## config.mk

```make
export PLATFORM = sky130hd
export DESIGN_NAME = tx_frame_packer
export DESIGN_NICKNAME = d
export VERILOG_FILES = /design/src/rtl/tx_frame_packer.sv
export SDC_FILE = /design/constraint.sdc
export NUM_CORES = 1
export LEC_CHECK = 0
export ABC_AREA = 1
export CAP_MARGIN = 20
export CORE_ASPECT_RATIO = 2
export CORE_UTILIZATION = 58
export DETAILED_ROUTE_END_ITERATION = 10
export GPL_ROUTABILITY_DRIVEN = 0
export PLACE_DENSITY = 0.95
export SLEW_MARGIN = 20
export SYNTH_ARGS = -nofsm -noshare
export SYNTH_HDL_FRONTEND = slang
export SYNTH_SLANG_ARGS = --single-unit
```

## constraint.sdc

```tcl
create_clock -name aclk -period 5.1 [get_ports aclk]
set_input_delay 1.53 -clock aclk [delete_from_list [all_inputs] [get_ports aclk]]
set_output_delay 1.53 -clock aclk [all_outputs]
set_load 0.03 [all_outputs]
```

## src/rtl/tx_frame_packer.sv

```systemverilog
// Byte-stream framer feeding the transmit async FIFO: preamble, header, packed payload, trailer.
// Optional CRC-16/CCITT-FALSE trailer word when TX_CRC_EN is defined.
module tx_frame_packer #(
    parameter logic [31:0] PREAMBLE  = 32'hAA55AA55,
    parameter logic [7:0]  SYNC      = 8'hD5,
    parameter int unsigned MAX_BYTES = 1024
) (
    input  logic        aclk,
    input  logic        reset,
    input  logic [7:0]  s_data,
    input  logic        s_valid,
    input  logic        s_last,
    output logic        s_ready,
    output logic [31:0] wr_data,
    output logic        fifo_wr_en,
    input  logic        fifo_full,
    output logic        busy,
    output logic        frame_done,
    output logic        err_overlen,
    output logic [7:0]  seq
);

    localparam int unsigned CNT_W  = 16;
    localparam int unsigned WORD_W = 32;
    localparam logic [CNT_W-1:0] MAX_CNT = CNT_W'(MAX_BYTES);
    localparam logic [7:0] TRL_TAG = 8'hC3;

    localparam logic [2:0] ST_IDLE = 3'd0;
    localparam logic [2:0] ST_PRE  = 3'd1;
    localparam logic [2:0] ST_HDR  = 3'd2;
    localparam logic [2:0] ST_PAY  = 3'd3;
    localparam logic [2:0] ST_TRL  = 3'd4;
    localparam logic [2:0] ST_DONE = 3'd5;
`ifdef TX_CRC_EN
    localparam logic [2:0] ST_CRC  = 3'd6;
`endif

    logic [2:0]        state_q, state_d;
    logic [7:0]        seq_q, seq_d;
    logic [WORD_W-1:0] pack_q, pack_d;
    logic [CNT_W-1:0]  count_q, count_d;
    logic              pending_q, pending_d;
    logic              final_q, final_d;
    logic [CNT_W-1:0]  count_inc;
    logic              want_wr;
`ifdef TX_CRC_EN
    logic [15:0]       crc_q, crc_d;

    // One byte of CRC-16/CCITT-FALSE, MSB first.
    function automatic logic [15:0] crc_step(input logic [15:0] crc_in, input logic [7:0] b);
        logic [15:0] c;
        c = crc_in ^ {b, 8'h00};
        for (int i = 0; i < 8; i++) begin
            c = c[15] ? ((c << 1) ^ 16'h1021) : (c << 1);
        end
        return c;
    endfunction
`endif

    assign count_inc = count_q + 16'd1;
    assign seq       = seq_q;

    // Next-state, packer and FIFO write port; a write completes only when fifo_full is low.
    always_comb begin
        state_d     = state_q;
        seq_d       = seq_q;
        pack_d      = pack_q;
        count_d     = count_q;
        pending_d   = pending_q;
        final_d     = final_q;
`ifdef TX_CRC_EN
        crc_d       = crc_q;
`endif
        want_wr     = 1'b0;
        s_ready     = 1'b0;
        wr_data     = '0;
        busy        = (state_q != ST_IDLE);
        frame_done  = 1'b0;
        err_overlen = 1'b0;

        case (state_q)
            ST_IDLE: begin
                if (s_valid) begin
                    state_d = ST_PRE;
                end
            end
            ST_PRE: begin
                want_wr = 1'b1;
                wr_data = PREAMBLE;
                if (!fifo_full) begin
                    state_d = ST_HDR;
                end
            end
            ST_HDR: begin
                want_wr   = 1'b1;
                wr_data   = {SYNC, seq_q, 16'h0000};
                pack_d    = '0;
                count_d   = '0;
                pending_d = 1'b0;
                final_d   = 1'b0;
`ifdef TX_CRC_EN
                crc_d     = 16'hFFFF;
`endif
                if (!fifo_full) begin
                    state_d = ST_PAY;
                end
            end
            ST_PAY: begin
                s_ready = !pending_q;
                if (pending_q) begin
                    want_wr = 1'b1;
                    wr_data = pack_q;
                    if (!fifo_full) begin
                        pending_d = 1'b0;
                        pack_d    = '0;
                        if (final_q) begin
                            state_d = ST_TRL;
                        end
                    end
                end else if (s_valid) begin
                    count_d = count_inc;
                    // Lane comes from the running count; each word starts at lane 0.
                    case (count_q[1:0])
                        2'd0:    pack_d[31:24] = s_data;
                        2'd1:    pack_d[23:16] = s_data;
                        2'd2:    pack_d[15:8]  = s_data;
                        default: pack_d[7:0]   = s_data;
                    endcase
`ifdef TX_CRC_EN
                    crc_d = crc_step(crc_q, s_data);
`endif
                    if (s_last || (count_inc == MAX_CNT)) begin
                        pending_d   = 1'b1;
                        final_d     = 1'b1;
                        err_overlen = !s_last;
                    end else if (count_q[1:0] == 2'd3) begin
                        pending_d = 1'b1;
                    end
                end
            end
            ST_TRL: begin
                want_wr = 1'b1;
                wr_data = {TRL_TAG, 8'h00, count_q};
                if (!fifo_full) begin
`ifdef TX_CRC_EN
                    state_d = ST_CRC;
`else
                    state_d = ST_DONE;
`endif
                end
            end
`ifdef TX_CRC_EN
            ST_CRC: begin
                want_wr = 1'b1;
                wr_data = {16'h0000, crc_q};
                if (!fifo_full) begin
                    state_d = ST_DONE;
                end
            end
`endif
            ST_DONE: begin
                frame_done = 1'b1;
                seq_d      = seq_q + 8'd1;
                state_d    = ST_IDLE;
            end
            default: begin
                state_d = ST_IDLE;
            end
        endcase

        fifo_wr_en = want_wr && !fifo_full;
    end

    // State registers; reset drops any partial frame.
    always_ff @(posedge aclk or posedge reset) begin
        if (reset) begin
            state_q   <= ST_IDLE;
            seq_q     <= '0;
            pack_q    <= '0;
            count_q   <= '0;
            pending_q <= 1'b0;
            final_q   <= 1'b0;
`ifdef TX_CRC_EN
            crc_q     <= 16'hFFFF;
`endif
        end else begin
            state_q   <= state_d;
            seq_q     <= seq_d;
            pack_q    <= pack_d;
            count_q   <= count_d;
            pending_q <= pending_d;
            final_q   <= final_d;
`ifdef TX_CRC_EN
            crc_q     <= crc_d;
`endif
        end
    end

endmodule
```

==> results.sh <==
export IMPL_path_max_fanout=2
export IMPL_grt_pass1_vias=3579
export IMPL_worstSetupEndpointType="primary output"
export IMPL_io_pins=58
export IMPL_synth_area_um2=3460
export IMPL_ys_top_cells_by_area="dfrtp_1 (44%), nand2_1 (12%), inv_1 (7.4%)"
export IMPL_clk_latency_ns=0.34
export IMPL_worst_clock_skew_ns=0.00391
export IMPL_cts_setup_buffers=0
export IMPL_hold_buffers=0
export IMPL_syn_area_per_cell_um2=7.73
export IMPL_drive_gt1_share_pct=10.7
export IMPL_detail_route_iter0_violations=271
export IMPL_setup_violations_final=0
export IMPL_rsz0062_at_grt="no"
export IMPL_synth_top_area_cell="dfrtp_1"
export IMPL_ant_nets=0
export IMPL_path_class="input port to primary output"
export IMPL_period_minus_slack_ns=4.91
export IMPL_port_buffers=57
export IMPL_fillers=358
export IMPL_ys_ff_latch=61
export IMPL_grt_max_degree=45
export IMPL_power_density_nw_per_um2=645
export IMPL_reg2reg_depth=13
export IMPL_yosysSeqAreaShare_pct=44.1
export IMPL_setup_worst_path_start_class="input port"
export IMPL_met3WireLength_um=616
export IMPL_avgRoutedWirePerCell_um=17.7
export IMPL_die_area_um2=6300
export IMPL_multi_input_area_um2=1570
export IMPL_die_x_um=56.6
export IMPL_drc=0
export IMPL_r2r_end="final_q$_DFFE_PP0P_"
export IMPL_area_delta_synth_final_pct=25.3
export IMPL_wl_um=10100
export IMPL_min_period_over_period_pct=96.3
export IMPL_nets=527
export IMPL_syn_nets=467
export IMPL_final_max_slew_viol_count=0
export IMPL_peakVddDrop_uv=556
export IMPL_worst_path_dominant_cell_family="buffers and inverters"
export IMPL_leakagePower_nw=1.90
export IMPL_hpwl_um=7080
export IMPL_clk_pin_slew_ns=0.05
export IMPL_async_reset_ff_share_pct=100
export IMPL_antenna_found_initial=0
export IMPL_post_synth_top_area_fraction_pct=44.1
export IMPL_grt_pass1_wl_um=17000
export IMPL_r2r_slack_ns=2.96
export IMPL_fp_coreArea_um2=5710
export IMPL_cp_slowest_cell="clkdlybuf4s50_1"
export IMPL_synth_warnings=0
export IMPL_overflow=0
export IMPL_hold_viol=0
export IMPL_synth_common_cells="nand2_1 (108), inv_1 (68), dfrtp_1 (61)"
export IMPL_hp_class="register to register"
export IMPL_maxCapViolCount=0
export IMPL_min_path_cells=1
export IMPL_min_delay_start="seq[6]$_DFFE_PP0P_"
export IMPL_viasPerCell=6.05
export IMPL_crit_buf_inv=4
export IMPL_antenna_cells=0
export IMPL_max_clock_path_buffers=2
export IMPL_fin_setup_tns_ns=0
export IMPL_outcome="complete, no violations"
export IMPL_relSlewSlack_pct=25.3
export IMPL_ff_latch_area_um2=1530
export IMPL_ys_types=31
export IMPL_cpPeakStageDelay_ns=0.67
export IMPL_cts_max_level=3
export IMPL_synth_edf_count=0
export IMPL_root_buffer="clkbuf_16"
export IMPL_drt_pass1_iterations=5
export IMPL_vias=3468
export IMPL_cts_tree="built"
export IMPL_placed_cell_area_um2=4080
export IMPL_start_util_pct=60.6
export IMPL_fin_area_um2=4340
export IMPL_clkSinkCount=61
export IMPL_cts_buffers=9
export IMPL_max_freq_ghz=0.204
export IMPL_post_cts_resized=0
export IMPL_wl_met2_um=5160
export IMPL_r2r_start="count_q[1]$_DFFE_PP0P_"
export IMPL_syn_inst=448
export IMPL_synth_top_flop_cell="dfrtp_1"
export IMPL_drt_met1_wl_um=3500
export IMPL_min_to="seq[6]$_DFFE_PP0P_"
export IMPL_grt_usage_pct=35.1
export IMPL_arrival_ns=3.38
export IMPL_crit_chain="clkdlybuf4s50_1 > inv_1 > nor2_1 > inv_1 > nor2_4 > nand2_1 > nor2_1 > clkdlybuf4s50_1"
export IMPL_synth_most_common_cell="nand2_1"
export IMPL_die_h_um=111
export IMPL_placementRows=39
export IMPL_tightestPinTransition_ns=1.12
export IMPL_top_layer="met4"
export IMPL_crit_required_ns=3.57
[per-stage QoR]
step,worst slack [ns],util [%],hold slack (ns),cells,total power [W]
after floorplan,1.18,-,0.483,448,0.00173
after global placement,0.232,71.4,0.497,558,0.00216
after detailed placement,0.214,71.4,0.509,558,0.00221
after CTS,0.213,76.0,0.519,573,0.00277
after global routing,0.0298,76.0,0.537,573,0.00294
final,0.187,76.0,0.524,573,0.00280
[metal layers]
| metal | track usage, % | vias to the layer above |
|---|---|---|
| met5 | 0 | - |
| met4 | 28.6 | 0 |
| met3 | 6.53 | 65 |
| met2 | 58.3 | 195 |
| met1 | 37.3 | 1632 |
| li1 | - | 1576 |
[worst max path at each step]
stage                     startpoint          end  depth (start not counted)
after detailed placement     s_valid  err_overlen                          8
final                        s_valid  err_overlen                          8
after floorplan              s_valid  err_overlen                          6
after CTS                    s_valid  err_overlen                          8
after global placement       s_valid  err_overlen                          8
after global routing         s_valid  err_overlen                          8
[power by group]
group          internal, W  switching, W
Clock             0.000337      0.000207
Sequential        0.000669      0.000144
Combinational     0.000483      0.000958
[worst register-to-register path, delay by kind of cell, from the launching register on]
kind	cells	cell delay, ns
compound gates	1	0.14
fa+ha+maj	1	0.29
buf+inv	1	0.06
flops	1	0.47
simple gates	10	1.11
[final cells by class]
class / count / share of cell area, %
timing repair buffer: 60 / 13.7
sequential: 61 / 35.2
multi-input combinational: 294 / 36.3
clock inverter: 2 / 0.231
tap: 61 / 1.76
clock buffer: 13 / 5.77
inverter: 82 / 7.10
[layout by cell type, fill, tap and decap left out, types with 2 or more instances in the layout]
| master | n |
|---|---|
| a21oi_1 | 4 |
| a21oi_2 | 2 |
| buf_4 | 3 |
| clkbuf_1 | 3 |
| clkbuf_16 | 9 |
| clkdlybuf4s50_1 | 57 |
| clkinv_2 | 2 |
| dfrtp_1 | 61 |
| ha_1 | 6 |
| inv_1 | 67 |
| inv_2 | 15 |
| nand2_1 | 108 |
| nand2_2 | 4 |
| nand2_4 | 2 |
| nand3_1 | 10 |
| nand4_1 | 6 |
| nor2_1 | 29 |
| nor2_2 | 2 |
| nor2_4 | 10 |
| nor3_1 | 2 |
| nor3_2 | 2 |
| o21ai_0 | 20 |
| o21ai_1 | 41 |
| o221ai_1 | 11 |
| o22ai_1 | 21 |
| xor2_1 | 8 |
[cell families after synthesis]
logic type | share of synthesized area, %
buf+inv | 10.4
simple gates | 23.8
xor+xnor | 2.02
flops | 44.1
fa+ha+maj | 2.17
compound gates | 17.5
[state kept, by name (all words and copies together) (netlist names)]
| signal | flops |
|---|---|
| count_q | 16 |
| final_q | 1 |
| pack_q | 32 |
| pending_q | 1 |
| seq | 8 |
| state_q | 3 |
Power figures use the tool's default switching activity.
